--- config.mk ---
export PLATFORM = sky130hd
export DESIGN_NAME = hdr_frame_reader
export DESIGN_NICKNAME = d
export VERILOG_FILES = /design/src/rtl/hdr_frame_reader.sv
export SDC_FILE = /design/constraint.sdc
export NUM_CORES = 1
export LEC_CHECK = 0
export CAP_MARGIN = 5
export CELL_PAD_IN_SITES_DETAIL_PLACEMENT = 1
export CELL_PAD_IN_SITES_GLOBAL_PLACEMENT = 2
export CORE_AREA = 2 2 278 170
export DETAILED_ROUTE_END_ITERATION = 6
export DIE_AREA = 0 0 280 172
export DONT_BUFFER_PORTS = 1
export PLACE_DENSITY_LB_ADDON = 0.1
export RECOVER_POWER = 100
export SLEW_MARGIN = 20
export SYNTH_ARGS = -nofsm -noshare
export SYNTH_HDL_FRONTEND = slang
export SYNTH_SLANG_ARGS = --single-unit
export TNS_END_PERCENT = 5
--- constraint.sdc ---
create_clock -name clk -period 8.87 [get_ports clk]
set_input_delay 0.4435 -clock clk [delete_from_list [all_inputs] [get_ports clk]]
set_output_delay 0.4435 -clock clk [all_outputs]
set_load 0.05 [all_outputs]
--- src/rtl/hdr_frame_reader.sv ---
// Frame reader: fetches packed RGB565 words from RAM with one request in flight,
// buffers them in a small FIFO and hands out one pixel per pixel_req.
module hdr_frame_reader #(
    parameter int WORDS_PER_FRAME = 38400,
    parameter int BASE_ADDR       = 0,
    parameter int ADDR_W          = 24,
    parameter int FIFO_DEPTH      = 4
) (
    input  logic              clk,
    input  logic              rst_n,
    input  logic              frame_start,
    input  logic              ram_busy,
    output logic              rd_req,
    output logic [ADDR_W-1:0] rd_addr,
    input  logic [127:0]      rd_data,
    input  logic              rd_valid,
    input  logic              pixel_req,
    output logic              pixel_valid,
    output logic [4:0]        red,
    output logic [5:0]        green,
    output logic [4:0]        blue,
    output logic              underflow,
    output logic              frame_read_done
);

    localparam int WI_W  = $clog2(WORDS_PER_FRAME + 1);
    localparam int PTR_W = $clog2(FIFO_DEPTH);
    localparam int CNT_W = PTR_W + 1;
    localparam int PC_W  = $clog2(WORDS_PER_FRAME * 8);

    localparam logic [WI_W-1:0]   WPF_C      = WI_W'(WORDS_PER_FRAME);
    localparam logic [CNT_W-1:0]  DEPTH_C    = CNT_W'(FIFO_DEPTH);
    localparam logic [PC_W-1:0]   LAST_PIX_C = PC_W'(WORDS_PER_FRAME * 8 - 1);
    localparam logic [ADDR_W-1:0] BASE_C     = ADDR_W'(BASE_ADDR);

    localparam logic [1:0] S_IDLE  = 2'd0;
    localparam logic [1:0] S_FETCH = 2'd1;
    localparam logic [1:0] S_WAIT  = 2'd2;
    localparam logic [1:0] S_DRAIN = 2'd3;

    logic [1:0]       state;
    logic [1:0]       state_nxt;
    logic [WI_W-1:0]  words_issued;
    logic [127:0]     fifo_mem [FIFO_DEPTH];
    logic [PTR_W-1:0] wr_ptr;
    logic [PTR_W-1:0] rd_ptr;
    logic [CNT_W-1:0] fifo_cnt;
    logic [CNT_W-1:0] cnt_nxt;
    logic [2:0]       sub_idx;
    logic [PC_W-1:0]  pix_cnt;
    logic             drop;
    logic             fifo_empty;
    logic             push;
    logic             pix_fire;
    logic             pop;
    logic [127:0]     head_word;
    logic [15:0]      head_pix;

    assign fifo_empty = (fifo_cnt == '0);
    assign head_word  = fifo_mem[rd_ptr];
    assign head_pix   = head_word[{sub_idx, 4'b0000} +: 16];

    // A request waits for a free slot and for any aborted read to come back first.
    assign rd_req  = (state == S_FETCH) && !frame_start && !ram_busy
                     && (fifo_cnt < DEPTH_C) && !drop;
    assign rd_addr = rd_req ? (BASE_C + ADDR_W'(words_issued)) : '0;

    assign push     = (state == S_WAIT) && rd_valid && !frame_start;
    assign pix_fire = pixel_req && !frame_start && !fifo_empty;
    assign pop      = pix_fire && (sub_idx == 3'd7);

    // NOTE: every signal written in always_comb gets a default first, so no latch is inferred.
    always_comb begin
        cnt_nxt = fifo_cnt;
        case ({push, pop})
            2'b10:   cnt_nxt = fifo_cnt + 1'b1;
            2'b01:   cnt_nxt = fifo_cnt - 1'b1;
            default: cnt_nxt = fifo_cnt;
        endcase
    end

    always_comb begin
        state_nxt = state;
        if (frame_start) begin
            state_nxt = S_FETCH;
        end else begin
            case (state)
                S_FETCH: if (rd_req) state_nxt = S_WAIT;
                S_WAIT:  if (rd_valid) state_nxt = (words_issued < WPF_C) ? S_FETCH : S_DRAIN;
                // Leaving DRAIN on the final pop lines IDLE up with frame_read_done.
                S_DRAIN: if (cnt_nxt == '0) state_nxt = S_IDLE;
                default: state_nxt = state;
            endcase
        end
    end

    // NOTE: the FIFO storage has no reset; occupancy and pointers alone define what is valid.
    always_ff @(posedge clk) begin
        if (push) fifo_mem[wr_ptr] <= rd_data;
    end

    // NOTE: sequential state uses non-blocking assignments so every register sees pre-edge values.
    always_ff @(posedge clk) begin
        if (!rst_n) begin
            state           <= S_IDLE;
            words_issued    <= '0;
            wr_ptr          <= '0;
            rd_ptr          <= '0;
            fifo_cnt        <= '0;
            sub_idx         <= '0;
            pix_cnt         <= '0;
            drop            <= 1'b0;
            pixel_valid     <= 1'b0;
            red             <= '0;
            green           <= '0;
            blue            <= '0;
            underflow       <= 1'b0;
            frame_read_done <= 1'b0;
        end else begin
            state <= state_nxt;
            if (frame_start) begin
                words_issued    <= '0;
                wr_ptr          <= '0;
                rd_ptr          <= '0;
                fifo_cnt        <= '0;
                sub_idx         <= '0;
                pix_cnt         <= '0;
                // An in-flight read must still return before the new frame may issue.
                drop            <= (drop || (state == S_WAIT)) && !rd_valid;
                underflow       <= 1'b0;
                pixel_valid     <= 1'b0;
                frame_read_done <= 1'b0;
            end else begin
                if (rd_req) words_issued <= words_issued + 1'b1;
                if (drop && rd_valid) drop <= 1'b0;
                if (push) wr_ptr <= wr_ptr + 1'b1;
                if (pop) rd_ptr <= rd_ptr + 1'b1;
                fifo_cnt        <= cnt_nxt;
                pixel_valid     <= pix_fire;
                frame_read_done <= pix_fire && (pix_cnt == LAST_PIX_C);
                if (pix_fire) begin
                    {red, green, blue} <= head_pix;
                    sub_idx            <= sub_idx + 3'd1;
                    if (pix_cnt != LAST_PIX_C) pix_cnt <= pix_cnt + 1'b1;
                end else if (pixel_req) begin
                    {red, green, blue} <= 16'h0000;
                    if (state != S_IDLE) underflow <= 1'b1;
                end
            end
        end
    end

endmodule

==> impl_metrics.json, run 1 <==
{
  "area_growth_syn_to_layout_pct": 15.2,
  "end_kind": "flop",
  "outcome": "finished, violations left",
  "multi_input_area_mm2": 0.00582,
  "cp_num_buf_inv": 2,
  "post_drt_wl_per_cell_um": 28.0,
  "drt_iter0_drc": 1115,
  "nFillCells": 4035,
  "worstMarginPinSlew_ns": 3.53,
  "die_h_um": 172,
  "crit_chain": "inv_1 > ha_1 > nand2_1 > nor2_1 > and2_0 > clkbuf_1",
  "synth_sequential_area_ratio_pct": 72.6,
  "synth-main-ff-cell": "sky130_fd_sc_hd__edfxtp_1",
  "worst_path_max_delay_cell": "sky130_fd_sc_hd__and2_0",
  "first_pass_iters": 5,
  "post_cts_resized": 0,
  "grtUsageTotal_pct": 24.5,
  "synth.lib_cells_used.distinct": 52,
  "clock_tree.htree_level_count": 2,
  "syn-cell-area_mm2": 0.0231,
  "drc_violations": 0,
  "placement.cell_area_mm2": 0.0236,
  "failed_checks": "capacitance limit, slew limit",
  "hold_viol": 0,
  "initial_core_util_pct": 50.5,
  "maxSlewHeadroom_pct": -135,
  "worst_path_dominant_cell_family": "simple AND/OR/NAND/NOR gates",
  "dpl_hpwl_mm": 37.1,
  "cts_tree": "done",
  "holdCritPathClass": "input pin to flop",
  "finish.net_count": 1592,
  "worst_ep_required_time_ns": 9.02,
  "layout.area.seq_mm2": 0.0168,
  "ant_nets": 0,
  "rsz0062_at_grt": "false",
  "boundaryPins": 178,
  "antenna_found_initial": 3,
  "grt_max_degree": 61,
  "finalSetupViolCount": 0,
  "die_w_um": 280,
  "shortest_period_the_worst_path_allows_ns": 5.59,
  "place_congestion": 0.783,
  "vias_per_cell": 5.96,
  "cts.reportedPaths.clkPinSlew_ns": 0.06,
  "drv_cap": 9,
  "crit_fanout": 38,
  "power_leakage_nw": 8.10,
  "synthCells": 1302,
  "final_layout_size_suffix_gt1_share_pct": 14.7,
  "core_area_mm2": 0.0457,
  "maxClockFrequency_mhz": 179,
  "synth_enable_flop_cells": 512,
  "grt-ovfl-total": 0,
  "vdd_drop_max_mv": 0.168,
  "synthesis.area_per_instance_um2": 17.7,
  "worstSetupPathType": "flop to flop",
  "clk_root_buffer_cell": "sky130_fd_sc_hd__clkbuf_16",
  "timing.clock.skew_ns": 0.0149,
  "synth_seq_cells": 581,
  "final.setup.tns_ns": 0,
  "final_max_slew_viol_count": 318,
  "port_buffers": 0,
  "finalCoreUtilization_pct": 58.2,
  "async_flop_share_pct": 0,
  "power.density_mw_per_mm2": 202,
  "timing.critical_path.slowest_cell_delay_ns": 2.02,
  "rows": 61,
  "fin_crit_sh_pct": 63.0,
  "first_pass_grt_wire_length_mm": 86.5,
  "numClockSinks": 581,
  "num_vias": 12500,
  "clk_path_buf_depth": 3,
  "total_wire_length_after_detailed_routing_mm": 58.5,
  "ys_warn_count": 0,
  "total_clock_buffers_created_by_cts": 53,
  "via_count_of_the_first_global_routing_pass": 12700,
  "worstSkewPairLatency_ns": 0.59,
  "die_area_mm2": 0.0482,
  "cp_data_arrival_time_ns": 5.74,
  "start_kind": "flop",
  "finish.instance_area_mm2": 0.0266
}
## synthesized netlist by cell type, drive strengths merged (4+ instances only)
cell type  number  share of area (%)
edfxtp        512                 67
mux4           80                7.8
mux2i          79                3.4
dfxtp          69                6.0
nor2           58               0.94
buf            49                1.5
mux2           36                1.8
o22ai          32               0.87
nor3           31               0.67
xnor2          31                1.2
a2111oi        30                1.2
clkbuf         28               0.46
o21ai          25               0.54
and2           24               0.65
nor2b          21               0.57
a221oi         19               0.72
nand2          19               0.31
nor4           19               0.61
and3           17               0.46
inv            15               0.24
nand3          14               0.30
ha             13               0.70
nand2b         13               0.35
a21oi          12               0.26
nand4           8               0.24
and4            6               0.23
nor4b           6               0.23
xor2            6               0.23
or3             5               0.14
a211oi          4               0.13
## final cells by class
class                      count  area share, %
sequential                   581           63.0
multi-input combinational    636           21.9
timing repair buffer         157           5.63
clock buffer                  70           5.39
tap                          598           2.81
clock inverter                29           1.02
inverter                      15          0.212
antenna                        3         0.0282
## per-stage QoR
step	std cells	power (mW)	hold slack, ns	setup slack [ns]
2_1_floorplan	1309	3.08	0.469	4.46
3_3_place_gp	1853	3.09	0.489	4.81
3_5_place_dp	1855	3.09	0.503	5.10
4_1_cts	2086	5.43	0.000555	5.11
5_1_grt	2087	5.54	0.00977	2.81
6_report	2089	5.39	0.0296	3.28
## registers in the layout (all words and copies together) (netlist names), named ones only
name             count
fifo_mem           512
pix_cnt             19
words_issued        16
green                6
blue                 5
red                  5
fifo_cnt             3
sub_idx              3
rd_ptr               2
state                2
wr_ptr               2
drop                 1
frame_read_done      1
pixel_valid          1
underflow            1
## worst paths after layout
check | startpoint | endpoint | slack [ns] | cells past startpoint
setup reg to reg | state[0] | fifo_mem[2][103] | 3.28 | 6
hold reg to reg | wr_ptr[1] | wr_ptr[1] | 0.52 | 2
setup / recovery | state[0] | fifo_mem[2][103] | 3.28 | 6
hold / removal | rd_valid | wr_ptr[1] | 0.03 | 2
## worst reg2reg max path, stage by stage, from the launching register on
cell and delay, ns:
sky130_fd_sc_hd__dfxtp_1 0.35, sky130_fd_sc_hd__inv_1 0.10, sky130_fd_sc_hd__ha_1 0.32, sky130_fd_sc_hd__nand2_1 0.16, sky130_fd_sc_hd__nor2_1 0.26, sky130_fd_sc_hd__and2_0 2.02
sky130_fd_sc_hd__clkbuf_1 1.94
## report_power, final
| part | leakage [nW] | internal (mW) | switching, mW |
|---|---|---|---|
| clock network | 0.843 | 1.28 | 0.998 |
| logic | 2.10 | 0.0510 | 0.0715 |
| registers | 5.16 | 2.98 | 0.00391 |
| total | 8.10 | 4.31 | 1.07 |
## kinds of logic after synthesis
kind of cell | Yosys count | share of synthesized area (%)
multiplexers | 195 | 13.0
XOR/XNOR | 37 | 1.40
adder cells (fa/ha/maj) | 14 | 0.791
other | 1 | 0.0162
AND/OR/NAND/NOR | 253 | 6.12
flip-flops | 581 | 72.6
buffers and inverters | 92 | 2.20
AO/OA/AOI/OAI | 129 | 3.90
## layer usage
layer / vias to the layer above / global-route usage, % / routed length [um]
li1: 5485 / - / -
met4: 2 / 4.60 / 814
met3: 69 / 4.42 / 4190
met5: - / 0 / 13
met1: 6476 / 37.9 / 27200
met2: 423 / 36.7 / 26200
## placed cells by master, fill, tap and decap left out, drive strengths merged, types with 25 or more instances in the layout
master,count
o21ai,25
a2111oi,30
dlygate4sd3,132
edfxtp,512
mux2i,79
o22ai,32
xnor2,31
dfxtp,69
mux4,80
mux2,36
nor3,31
nor2,58
clkbuf,76
## timing repair
action                                  CTS  global route
endpoints found under the hold margin   526             0
setup buffers                             0             0
endpoints found under the setup margin    0             0
hold buffers                            132             0
Power figures use the tool's default switching activity.
==> inputs of run 2 (changes only) <==
Settings changed: ABC_AREA set to 1, CORE_AREA 2 2 278 170 to 2 2 313 191, DIE_AREA 0 0 280 172 to 0 0 315 193.
Clock period 8.87 ns to 5.35 ns, I/O delays scaled along.
==> run 2 against run 1 <==
Compared with the run above:
- the flow still finishes with violations (capacitance limit, slew limit)
- synthesized cell count up 71%
- sequential share of layout area down 2.9 points
- cell area up 4.8%
- utilization down 10 points
- critical path depth down 1
- combinational power up 70%
- register-to-register slack worse by 2.4 ns
- via count up 33%
- area after synthesis up 4.6%
- total power up 70%
- critical path type unchanged
- largest power group unchanged
- highest routed layer unchanged
==> impl_metrics.json, run 2 <==
{
  "worstSkewPairLatency_ns": 0.63,
  "ys_warn_count": 0,
  "area_growth_syn_to_layout_pct": 15.5,
  "boundaryPins": 178,
  "synth_enable_flop_cells": 512,
  "post_synth_most_frequent_cells": "857 x sky130_fd_sc_hd__nand2_1, 512 x sky130_fd_sc_hd__edfxtp_1, 384 x sky130_fd_sc_hd__nand3_1, 69 x sky130_fd_sc_hd__dfxtp_1, 63 x sky130_fd_sc_hd__inv_1",
  "drv_cap": 7,
  "antenna_found_initial": 6,
  "largest_register": "fifo_mem",
  "min_delay_path_depth": 4,
  "vdd_drop_max_mv": 0.242,
  "fin_worst_hold_slack_ns": 0.0929,
  "synth.lib_cells_used.distinct": 42,
  "rows": 69,
  "crit_fanout": 39,
  "worstHoldStart": "frame_start",
  "clk_root_buffer_cell": "sky130_fd_sc_hd__clkbuf_16",
  "async_flop_share_pct": 0,
  "drc_violations": 0,
  "shortest_period_the_worst_path_allows_ns": 4.43,
  "numClockSinks": 581,
  "end_kind": "flop",
  "dpl_hpwl_mm": 44.0,
  "power_leakage_nw": 10.0,
  "nFillCells": 6250,
  "largest_register_ffs": 512,
  "worstMarginPinSlew_ns": 2.80,
  "total_clock_buffers_created_by_cts": 56,
  "num_vias": 16600,
  "largest_registers": "fifo_mem: 512 flops, pix_cnt: 19 flops, words_issued: 16 flops",
  "finalSetupViolCount": 0,
  "post_drt_wl_per_cell_um": 22.5,
  "failed_checks": "capacitance limit, slew limit",
  "worstSetupPathType": "flop to flop",
  "finish.instance_area_mm2": 0.0279,
  "die_h_um": 193,
  "vias_per_cell": 5.26,
  "synth.most_common_cell": "sky130_fd_sc_hd__nand2_1",
  "most_common_cell_after_layout_fill_and_taps_aside": "sky130_fd_sc_hd__nand2_1",
  "port_buffers": 0,
  "syn-cell-area_mm2": 0.0242,
  "ant_nets": 0,
  "rrSetupSlack_ns": 0.92,
  "crit-reg2reg-launch": "state[0]",
  "grt-ovfl-total": 0,
  "synthesis.area_per_instance_um2": 10.8,
  "placement.cell_area_mm2": 0.0249,
  "post_cts_resized": 0,
  "final.setup.tns_ns": 0,
  "first_pass_grt_wire_length_mm": 107,
  "maxClockFrequency_mhz": 226,
  "die_w_um": 315,
  "total_wire_length_after_detailed_routing_mm": 71.3,
  "power.density_mw_per_mm2": 329,
  "initial_core_util_pct": 41.4,
  "cts_tree": "done",
  "cp_data_arrival_time_ns": 4.63,
  "holdCritPathClass": "input pin to flop",
  "place_congestion": 0.776,
  "fin_crit_sh_pct": 82.8,
  "min_delay_worst_endpoint": "red[2]",
  "start_kind": "flop",
  "maxSlewHeadroom_pct": -87.0,
  "share_of_the_synthesized_area_in_the_top_cell_type_pct": 63.7,
  "synth_top_area_cell": "sky130_fd_sc_hd__edfxtp_1",
  "power.total_mw": 9.17,
  "reg2reg_depth": 5,
  "synth.area.top_cells": "sky130_fd_sc_hd__edfxtp_1 64%, sky130_fd_sc_hd__nand2_1 13%, sky130_fd_sc_hd__nand3_1 8.0%",
  "place_ws_ns": 1.99,
  "via_count_of_the_first_global_routing_pass": 16800,
  "outcome": "finished, violations left",
  "final_critical_path_setup_slack_ns": 0.919,
  "clk_path_buf_depth": 3,
  "grtUsageTotal_pct": 23.5,
  "layout_common_cells": "858 x sky130_fd_sc_hd__nand2_1, 512 x sky130_fd_sc_hd__edfxtp_1, 385 x sky130_fd_sc_hd__nand3_1",
  "worst_r2r_endpoint": "fifo_mem[1][48]",
  "hold_viol": 0,
  "rsz0062_at_grt": "false",
  "finish.net_count": 2479,
  "first_pass_iters": 5,
  "synth_sequential_area_ratio_pct": 69.4,
  "synthCells": 2231,
  "worst_ep_required_time_ns": 5.55,
  "die_area_mm2": 0.0608,
  "core_area_mm2": 0.0583,
  "synth-main-ff-cell": "sky130_fd_sc_hd__edfxtp_1",
  "final_max_slew_viol_count": 353,
  "cts.reportedPaths.clkPinSlew_ns": 0.07,
  "final_layout_size_suffix_gt1_share_pct": 5.68,
  "clock_tree.htree_level_count": 2,
  "synth_seq_cells": 581,
  "timing.clock.skew_ns": 0.0178,
  "drt_iter0_drc": 1153,
  "grt_max_degree": 129
}
-- run 2: kinds of logic (layout without fill, tap and decap cells) --
family | Yosys count | count (layout) | share of synthesized area (%)
compound gates | 76 | 76 | 1.84
other cells | 1 | 13 | 0.0155
xor+xnor | 13 | 13 | 0.471
fa+ha+maj | 14 | 14 | 0.756
buf+inv | 199 | 337 | 3.90
flops | 581 | 581 | 69.4
simple gates | 1347 | 1347 | 23.6
-- run 2: what timing repair did --
item / CTS / global route
hold buffers: 134 / 0
hold endpoints to repair: 537 / 0
setup buffers: 0 / 0
-- run 2: cell type report --
class	count	area [um^2]	share of cell area [%]
Sequential cell	581	16800	60.1
Multi-Input combinational cell	1458	6410	23.0
Timing Repair Buffer	165	1650	5.90
Clock buffer	77	1530	5.49
Tap cell	781	977	3.50
Clock inverter	26	280	1.00
Inverter	69	268	0.960
Antenna cell	5	12.5	0.0449
-- run 2: worst max-delay path by stage --
stage               cells past startpoint  slack (ns)         endpoint         from
floorplan                               4       -1.47   fifo_mem[0][0]     state[0]
global placement                       17        2.02         state[0]  frame_start
detailed placement                     16        1.99         state[1]  frame_start
CTS                                    18        1.52         state[0]  fifo_cnt[2]
global route                            5        0.60   fifo_mem[2][9]     state[0]
finish                                  5        0.92  fifo_mem[1][48]     state[0]
-- run 2: routing by layer --
metal | share of wire (%) | vias to the layer above | global-route usage (%) | wire length [um]
met1 | 49 | 8344 | 35.0 | 34700
met2 | 43 | 342 | 34.7 | 30600
li1 | - | 7820 | - | -
met4 | 2.5 | 4 | 6.78 | 1760
met3 | 5.8 | 112 | 4.75 | 4110
met5 | 0.029 | - | 0 | 21
-- run 2: power breakdown --
| part | internal [mW] | switching, mW |
|---|---|---|
| sequential | 4.94 | 0.00587 |
| clock | 2.28 | 1.74 |
| combinational | 0.0843 | 0.124 |
-- run 2: worst max-delay path: stages (launching register included) --
cell                             delay [ns]
sky130_fd_sc_hd__dfxtp_1               0.36
sky130_fd_sc_hd__inv_1                 0.10
sky130_fd_sc_hd__ha_1                  0.29
sky130_fd_sc_hd__nand3_1               0.44
sky130_fd_sc_hd__nor2_4                0.88
sky130_fd_sc_hd__dlymetal6s4s_1        1.88
-- run 2: metrics by stage --
stage	util, %	std cells
final	47.9	3162
after CTS	48.1	3157
after global routing	47.8	3159
after global placement	42.7	2920
after detailed placement	42.7	2920
after floorplan	-	2238
